[src/rtl/sa_pkg.sv]
// Shared definitions for the shift-and-add multiplier: state encoding,
// counter width and default operand width.
package sa_pkg;
  localparam int CNT_W     = 4;
  localparam int DEF_WIDTH = 8;

  localparam logic [1:0] S_IDLE = 2'd0;
  localparam logic [1:0] S_RUN  = 2'd1;
  localparam logic [1:0] S_DONE = 2'd2;

  typedef enum logic [1:0] {
    ST_IDLE = S_IDLE,
    ST_RUN  = S_RUN,
    ST_DONE = S_DONE
  } state_t;
endpackage

[src/rtl/bit_down_counter.sv]
// Step counter for the multiply sequence: loads the operand width, counts
// down one per multiplier bit and flags the final step.
module bit_down_counter
  import sa_pkg::*;
(
  input  logic             clk,
  input  logic             rst,
  input  logic             ld,
  input  logic [CNT_W-1:0] ld_value,
  input  logic             decr,
  output logic             is_one
);

  logic [CNT_W-1:0] count;

  // Load takes priority so a stray decrement can never corrupt a fresh count.
  always_ff @(posedge clk) begin
    if (rst)       count <= '0;
    else if (ld)   count <= ld_value;
    else if (decr) count <= count - 1'b1;
  end

  assign is_one = (count == CNT_W'(1));

endmodule

[src/rtl/shift_add_multiplier.sv]
// Unsigned sequential shift-and-add multiplier feeding the PE accumulator.
// One multiplier bit per cycle; the product is held until the next accepted start.
//
//   state   | meaning
//   --------+-------------------------------------------------------
//   ST_IDLE | waiting for start; operands captured when it arrives
//   ST_RUN  | one add/shift step per cycle, WIDTH steps in total
//   ST_DONE | product just registered, done pulse high for one cycle
module shift_add_multiplier
  import sa_pkg::*;
#(
  parameter int WIDTH = DEF_WIDTH
) (
  input  logic               clk,
  input  logic               rst,
  input  logic               start,
  input  logic [WIDTH-1:0]   a_in,
  input  logic [WIDTH-1:0]   b_in,
  output logic               busy,
  output logic               done,
  output logic [2*WIDTH-1:0] product
);

  state_t           state;
  logic [WIDTH-1:0] a_reg;
  logic [WIDTH-1:0] b_reg;
  logic [WIDTH-1:0] acc;
  logic [WIDTH:0]   sum;
  logic             cnt_ld;
  logic             cnt_decr;
  logic             last_step;

  assign cnt_ld   = (state == ST_IDLE) && start;
  assign cnt_decr = (state == ST_RUN);

  bit_down_counter u_cnt (
    .clk      (clk),
    .rst      (rst),
    .ld       (cnt_ld),
    .ld_value (CNT_W'(WIDTH)),
    .decr     (cnt_decr),
    .is_one   (last_step)
  );

  // Carry is kept in sum[WIDTH] and shifts down into acc on the same step.
  assign sum = {1'b0, acc} + (b_reg[0] ? {1'b0, a_reg} : {(WIDTH+1){1'b0}});

  always_ff @(posedge clk) begin
    if (rst) begin
      state   <= ST_IDLE;
      busy    <= 1'b0;
      done    <= 1'b0;
      product <= '0;
      a_reg   <= '0;
      b_reg   <= '0;
      acc     <= '0;
    end else begin
      case (state)
        ST_IDLE: begin
          done <= 1'b0;
          if (start) begin
            a_reg <= a_in;
            b_reg <= b_in;
            acc   <= '0;
            busy  <= 1'b1;
            state <= ST_RUN;
          end
        end
        ST_RUN: begin
          {acc, b_reg} <= {sum, b_reg[WIDTH-1:1]};
          if (last_step) begin
            product <= {sum, b_reg[WIDTH-1:1]};
            done    <= 1'b1;
            state   <= ST_DONE;
          end
        end
        ST_DONE: begin
          done  <= 1'b0;
          busy  <= 1'b0;
          state <= ST_IDLE;
        end
        default: begin
          done  <= 1'b0;
          busy  <= 1'b0;
          state <= ST_IDLE;
        end
      endcase
    end
  end

endmodule

[config.mk]
export PLATFORM = sky130hd
export DESIGN_NAME = shift_add_multiplier
export DESIGN_NICKNAME = d
export VERILOG_FILES = /design/src/rtl/sa_pkg.sv /design/src/rtl/bit_down_counter.sv /design/src/rtl/shift_add_multiplier.sv
export SDC_FILE = /design/constraint.sdc
export NUM_CORES = 1
export LEC_CHECK = 0
export BUFFER_PORTS_ARGS = -buffer_cell sky130_fd_sc_hd__buf_2
export CORE_MARGIN = 2
export CORE_UTILIZATION = 50
export DETAILED_ROUTE_END_ITERATION = 8
export GPL_TIMING_DRIVEN = 0
export HOLD_SLACK_MARGIN = 0.03
export PLACE_DENSITY = 0.72
export SLEW_MARGIN = 20
export SYNTH_ARGS = -nofsm -noshare
export SYNTH_HDL_FRONTEND = slang
export SYNTH_SLANG_ARGS = --single-unit
[constraint.sdc]
create_clock -name clk -period 2.3 [get_ports clk]
set_input_delay 0.46 -clock clk [delete_from_list [all_inputs] [get_ports clk]]
set_output_delay 0.46 -clock clk [all_outputs]
set_load 0.05 [all_outputs]
* Word-level counts from Yosys, hierarchy flattened *
Cells that the tools add are included.

word-level totals
  register bits = 48
  bits of input ports = 19
  output and inout port bits = 18
  logic and storage cells = 39

operators by class
  add/sub/neg operators = 2
  equality and inequality tests = 4
  mux-type cells = 12
  bitwise operators = 1
  reduce and logical (&&, ||, !) cells = 11

operators with widths
  cell                 number
  $pmux 8 s2           2
  $mux 8               3
  $reduce_and 2->1     5
  $add 8x8->9          1
  $mux 4               2
  $eq 4x1->1 const B   1
  $mux 2               2
  $pmux 2 s2           1
  $reduce_bool 2->1    2
  $reduce_or 2->1      2
  $sub 4x1->4 const B  1
  $eq 2x1->1 const B   1
  $logic_not 2->1      1
  $ne 2x1->1 const B   1
  $ne 2x2->1 const B   1
  $pmux 1 s2           1
  $logic_and 1x1->1    1
  $mux 1               1
  $not 1->1            1

* Longest topological paths before layout *
  depth in word-level cells = 3
  gate-level depth with buffers = 8
  gate-level depth less buffers = 7

* By module *
Synthesis repeated with hierarchy kept, for this count alone.

second synthesis, totals
  cell total of the unflattened synthesis = 272
  area, all modules = 2260.9 um^2

by module, submodules not included
  module                times used  cells an instance  area an instance (um^2)  sequential area each (um^2)
  shift_add_multiplier  1           245                2014.4                   880.8
  bit_down_counter      1           27                 246.5                    80.1

* Least setup slack after synthesis *
OpenSTA, ideal clock, no wires.

  kind = register to register
  start = register b_reg[0]
  end = register product[15]
  setup time = 0.128 ns
  arrival = 2.042 ns
  data required time = 2.172 ns
  path slack = 0.129 ns
  cell stages (with the launch flop) = 8
  path buffers = 0
  period minus slack after synthesis = 2.171 ns
  path through = dfxtp_1 > and2_1 > ha_1 > fa_1 > a21o_1 > a221o_1 > a2111oi_2 > nor3_1

between the ends
  word-level cells in the longest chain between the ends = 2

RTL lines
  item                      RTL line                    RTL
  start: declaration        shift_add_multiplier.sv:26  logic [WIDTH-1:0] b_reg;
  start signal: assignment  shift_add_multiplier.sv:63  b_reg <= b_in;
  start signal: assignment  shift_add_multiplier.sv:70  {acc, b_reg} <= {sum, b_reg[WIDTH-1:1]};
  $mux 8                    shift_add_multiplier.sv:46  assign sum = {1'b0, acc} + (b_reg[0] ? {1'b0, a_reg} : {(WIDTH+1){1'b0}});
  $add 8x8->9               shift_add_multiplier.sv:46
  end signal: assignment    shift_add_multiplier.sv:72  product <= {sum, b_reg[WIDTH-1:1]};
  end: declaration          shift_add_multiplier.sv:21  output logic [2*WIDTH-1:0] product

No other way between the ends.
A chain may end at the register's enable or synchronous reset.

* Worst setup path after layout *
Ends and elaborated chain as after synthesis.

==> results.md <==
| Stage | Metric | This run |
|:---|:---|:---|
| run status | Status | finished, final reports clean |
| flow run | Count of maximum capacitance violations | 0 |
| min path | Worst min path class | in2reg |
| global route | Global-route wire length before repair | 8.31 mm |
| clock tree | TritonCTS buffer count | 5 |
| die | Area of the core | 0.00432 sq mm |
| clock tree | Clk slew on worst S/H paths | 0.08 ns |
| sta | Setup repair after global routing missed its margin | no |
| power and ir drop | IR drop worst, VDD | 358 uV |
| detailed routing | Per-cell via count in the routed design | 5.53 |
| sta | Worst setup margin | 0.152 ns |
| logic synthesis | Adder-cell share of the synthesized area | 0.0655 |
| clock tree | Number of clock sinks seen by CTS | 48 |
| clock tree | Insertion delay to the later sink of the worst-skew pair | 0.30 ns |
| power and ir drop | Power Dens Cells | 661 mW/mm^2 |
| global route | Global-route congestion overflow total | 0 |
| cells and area | Fraction of layout cells with a size suffix above 1 | 0.195 |
| placement | Post-placement setup slack | -0.0247 ns |
| detailed routing | Average wire length per cell after detail routing | 14.2 microns |
| power and ir drop | Leakage power | 0.00109 uW |
| worst setup path | Worst path arrival time | 2.33 ns |
| clock tree | TritonCTS clock tree | done |
| min path | Endpoint of the worst hold-timing path | a_reg[1] |
| global route | Largest net degree at the start of global routing | 14 |
| power and ir drop | Net switching power figure | 460 uW |
| placement | Sum of net half-perimeters after detailed placement | 3.53 mm |
| logic synthesis | XOR/XNOR Fraction of Synth Area | 0.0237 |
| sta | Endpoints failing setup | 0 |
| worst setup path | Maximum net fanout on the critical path | 9 |
| worst setup path | Cells on worst reg2reg path | 7 |
| die | Area of the die | 0.00498 sq mm |
| cells and area | Area growth from synthesis to layout | 15.1% |
| sta | Post-layout minimum cycle time | 2.15 ns |
| logic synthesis | Proportion of synthesized area in mux cells | 0 |
| cells and area | Antenna cell count | 0 |
| logic synthesis | Combinational family with the most area after synthesis | simple AND/OR/NAND/NOR gates |
| die | Width of the die | 70.6 microns |
| sta | Sum of negative setup slack | 0 ns |
| logic synthesis | Number of warning messages in the yosys log | 0 |
| placement | Dpl cells | 337 |
| clock tree | Depth of the CTS H-tree | 2 |
| detailed routing | Total via count in the routed design | 1,909 |
| min path | Worst hold path depth | 2 |
| placement | Final Wtd Congestion | 0.909 |
| logic synthesis | Average footprint of a synthesized cell | 8.86 sq um |
| logic synthesis | Instance count of the mapped netlist | 250 |
| detailed routing | DRT iter0 DRCs | 131 |
| worst setup path | Category of the worst setup path launch point | register |
| die | Effective utilization at floorplan | 0.512 |
| sta | Max-slew violation count | 0 |
| die | Row count | 24 |
| cells and area | Largest register by flop count | product |
| clock tree | CTS Root Buffer Type | sky130_fd_sc_hd__clkbuf_8 |
| placement | Port buffer count | 35 |
| sta | Max_slew headroom | 0.310 |
| logic synthesis | Number of nets produced by synthesis | 280 |
| worst setup path | Data required time of the critical path | 2.48 ns |
| worst setup path | Register-to-Register Setup Slack | 0.15 ns |
| clock tree | Clock buffer depth | 2 |
| power and ir drop | Switching power as a share of total power | 0.273 |
| logic synthesis | Fraction of the mapped netlist area in simple logic gates | 0.235 |
| logic synthesis | Register area share after synthesis | 0.434 |
| global route | Initial antenna violation count | 0 |
| logic synthesis | Combined area of all synthesized cells | 0.00222 sq mm |
| logic synthesis | Distinct cells, synth | 49 |
| sta | Fin Clk Skew | 0.00318 ns |
| worst setup path | Startpoint of the worst register-to-register path | b_reg[0] |
| power and ir drop | Sequential share of power | 0.545 |
| detailed routing | Remaining number of nets flagged by the antenna check after routing | 0 |
| logic synthesis | Synthesis-stage register bit count | 48 |
| detailed routing | First-pass DRT Iterations | 5 |
| detailed routing | Sum of routed wire length over all layers | 4.88 mm |
| logic synthesis | Post-synthesis compound-gate area fraction | 0.202 |
| sta | Tightest Pin Transition | 1.03 ns |
| global route | Global router's overall resource usage | 0.210 |
| power and ir drop | Combinational share of power | 0.151 |
| global route | Number of global-route vias before repair | 1,815 |
| power and ir drop | Internal power | 1230 uW |
| cells and area | Total number of nets in the final design | 322 |
| die | Die boundary height | 70.6 microns |
| power and ir drop | Share of total power in the clock network | 0.304 |
| detailed routing | Post-detailed-route DRC marker count | 0 |
| min path | Hold Path Origin | a_in[1] |
| sta | Number of endpoints with negative hold slack in the final report | 0 |
| cells and area | Largest register FFs | 16 |
| worst setup path | Critical Path Sink Type | register |
| worst setup path | RR Endpoint | product[15] |
| die | Number of primary I/O pins | 37 |
| sta | Achievable clock frequency | 0.466 GHz |
| sta | Period utilisation layout | 0.934 |
| cells and area | Fraction of the core area covered by cells at the end of the flow | 0.590 |
| worst setup path | Type of the worst setup path | reg2reg |
| cells and area | Fin cells | 345 |
final cells by class:
| cell class | instances | area [sq um] |
|---|---|---|
| multi-input combinational | 183 | 1170 |
| tap | 52 | 65.1 |
| fill | 411 | 1770 |
| inverter | 4 | 15.0 |
| sequential | 48 | 962 |
| clock buffer | 8 | 90.1 |
| buffer | 15 | 73.8 |
| timing repair buffer | 35 | 175 |
worst max-delay path by stage:
stage | start | slack, ns | depth (start not counted) | end
finish | b_reg[0] | 0.15 | 7 | product[15]
global route | b_reg[0] | 0.05 | 7 | product[15]
CTS | b_reg[0] | 0.003 | 7 | product[15]
detailed placement | b_reg[0] | -0.02 | 7 | product[15]
global placement | b_reg[0] | -0.04 | 7 | product[15]
floorplan | b_reg[0] | 0.13 | 7 | product[15]
through the flow:
stage                     hold slack (ns)  power (uW)  area (sq um)
after floorplan                     0.432        1120          2220
after global placement              0.440        1190          2460
after detailed placement            0.441        1190          2460
after CTS                           0.357        1700          2550
after global routing                0.364        1770          2550
final                               0.363        1690          2550
power by group through the flow:
stage          Combinational (uW)  Sequential [uW]  Clock, uW
6_report                      255              918        513
3_3_place_gp                  249              936          0
4_1_cts                       255              918        528
2_1_floorplan                 169              946          0
3_5_place_dp                  254              937          0
5_1_grt                       285              926        555
per-layer routing:
layer | part of all wire | vias up | global-route usage
met5 | 0 | - | 0
met4 | 0.019 | 0 | 0.0818
met3 | 0.057 | 7 | 0.0470
met2 | 0.45 | 59 | 0.332
met1 | 0.48 | 871 | 0.282
li1 | - | 972 | -
Yosys cell counts (all sizes together):
library cell  instances  area share
nor4                  1      0.0028
buf                   8       0.021
nand3b                5       0.017
o21ba                 1      0.0045
nor2                 19       0.032
a21o                  2      0.0068
nand3                 3      0.0068
and2                  9       0.025
or3b                  1      0.0040
o31ai                 4       0.014
xor2                  2      0.0079
nand2b                2      0.0056
fa                    1      0.0090
nor3b                 2      0.0090
nand4                 2      0.0056
ha                   10       0.056
inv                   4      0.0068
a21boi                2      0.0068
or2b                  2      0.0068
a221o                 1      0.0045
a22o                  8       0.032
or4b                  1      0.0045
o211ai                2      0.0068
and3b                 1      0.0040
nor3                  3      0.0068
dfxtp                48        0.43
or4                   3       0.010
a311oi                8       0.032
o21ai                 6       0.014
clkbuf                7       0.012
a211oi                3       0.010
o21bai                2      0.0068
a32o                  2      0.0090
o21a                  1      0.0034
a22oi                 1      0.0034
xnor2                 4       0.016
or2                   1      0.0028
a2111oi               1      0.0068
or3                   4       0.011
nor2b                 2      0.0056
and3                  1      0.0028
nand2                42       0.072
a21oi                18       0.042
worst max-delay path: stages (launching register included):
cell and delay (ns):
sky130_fd_sc_hd__dfxtp_2 0.37, sky130_fd_sc_hd__and2_1 0.15, sky130_fd_sc_hd__ha_1 0.21, sky130_fd_sc_hd__fa_2 0.35, sky130_fd_sc_hd__a21o_1 0.20, sky130_fd_sc_hd__a221o_1 0.36
sky130_fd_sc_hd__a2111oi_2 0.31, sky130_fd_sc_hd__nor3_1 0.09
cell usage in the layout, fill, tap and decap left out, types with 2 or more instances in the layout:
master	netlist	layout
sky130_fd_sc_hd__a211oi_1	3	3
sky130_fd_sc_hd__a21boi_0	2	2
sky130_fd_sc_hd__a21o_1	2	2
sky130_fd_sc_hd__a21oi_1	17	17
sky130_fd_sc_hd__a22o_1	8	8
sky130_fd_sc_hd__a311oi_1	8	8
sky130_fd_sc_hd__a32o_1	2	2
sky130_fd_sc_hd__and2_1	9	9
sky130_fd_sc_hd__buf_2	5	40
sky130_fd_sc_hd__clkbuf_1	7	9
sky130_fd_sc_hd__clkbuf_8	0	6
sky130_fd_sc_hd__dfxtp_1	48	47
sky130_fd_sc_hd__ha_1	10	10
sky130_fd_sc_hd__inv_1	4	4
sky130_fd_sc_hd__nand2_1	41	41
sky130_fd_sc_hd__nand2b_1	2	2
sky130_fd_sc_hd__nand3_1	3	3
sky130_fd_sc_hd__nand3b_1	5	5
sky130_fd_sc_hd__nand4_1	2	2
sky130_fd_sc_hd__nor2_1	19	19
sky130_fd_sc_hd__nor2b_1	2	2
sky130_fd_sc_hd__nor3_1	3	3
sky130_fd_sc_hd__o211ai_1	2	2
sky130_fd_sc_hd__o21ai_0	6	6
sky130_fd_sc_hd__o21bai_1	2	2
sky130_fd_sc_hd__o31ai_1	4	4
sky130_fd_sc_hd__or2b_1	2	2
sky130_fd_sc_hd__or3_1	4	4
sky130_fd_sc_hd__or4_1	3	3
sky130_fd_sc_hd__xnor2_1	4	4
sky130_fd_sc_hd__xor2_1	2	2
repair_timing:
item,CTS,global route
pin swaps,0,2
resized for setup,1,1
buffers inserted,0,0
hold buffers,0,0
setup endpoints to repair,1,2
cells by family after synthesis:
group / after synthesis
DFF: 48
AOI/OAI and AO/OA: 62
xor gates and xnor gates: 6
adders and majority gates: 11
and+or+nand+nor: 104
buffers and inverters: 19
Power figures use the tool's default switching activity.
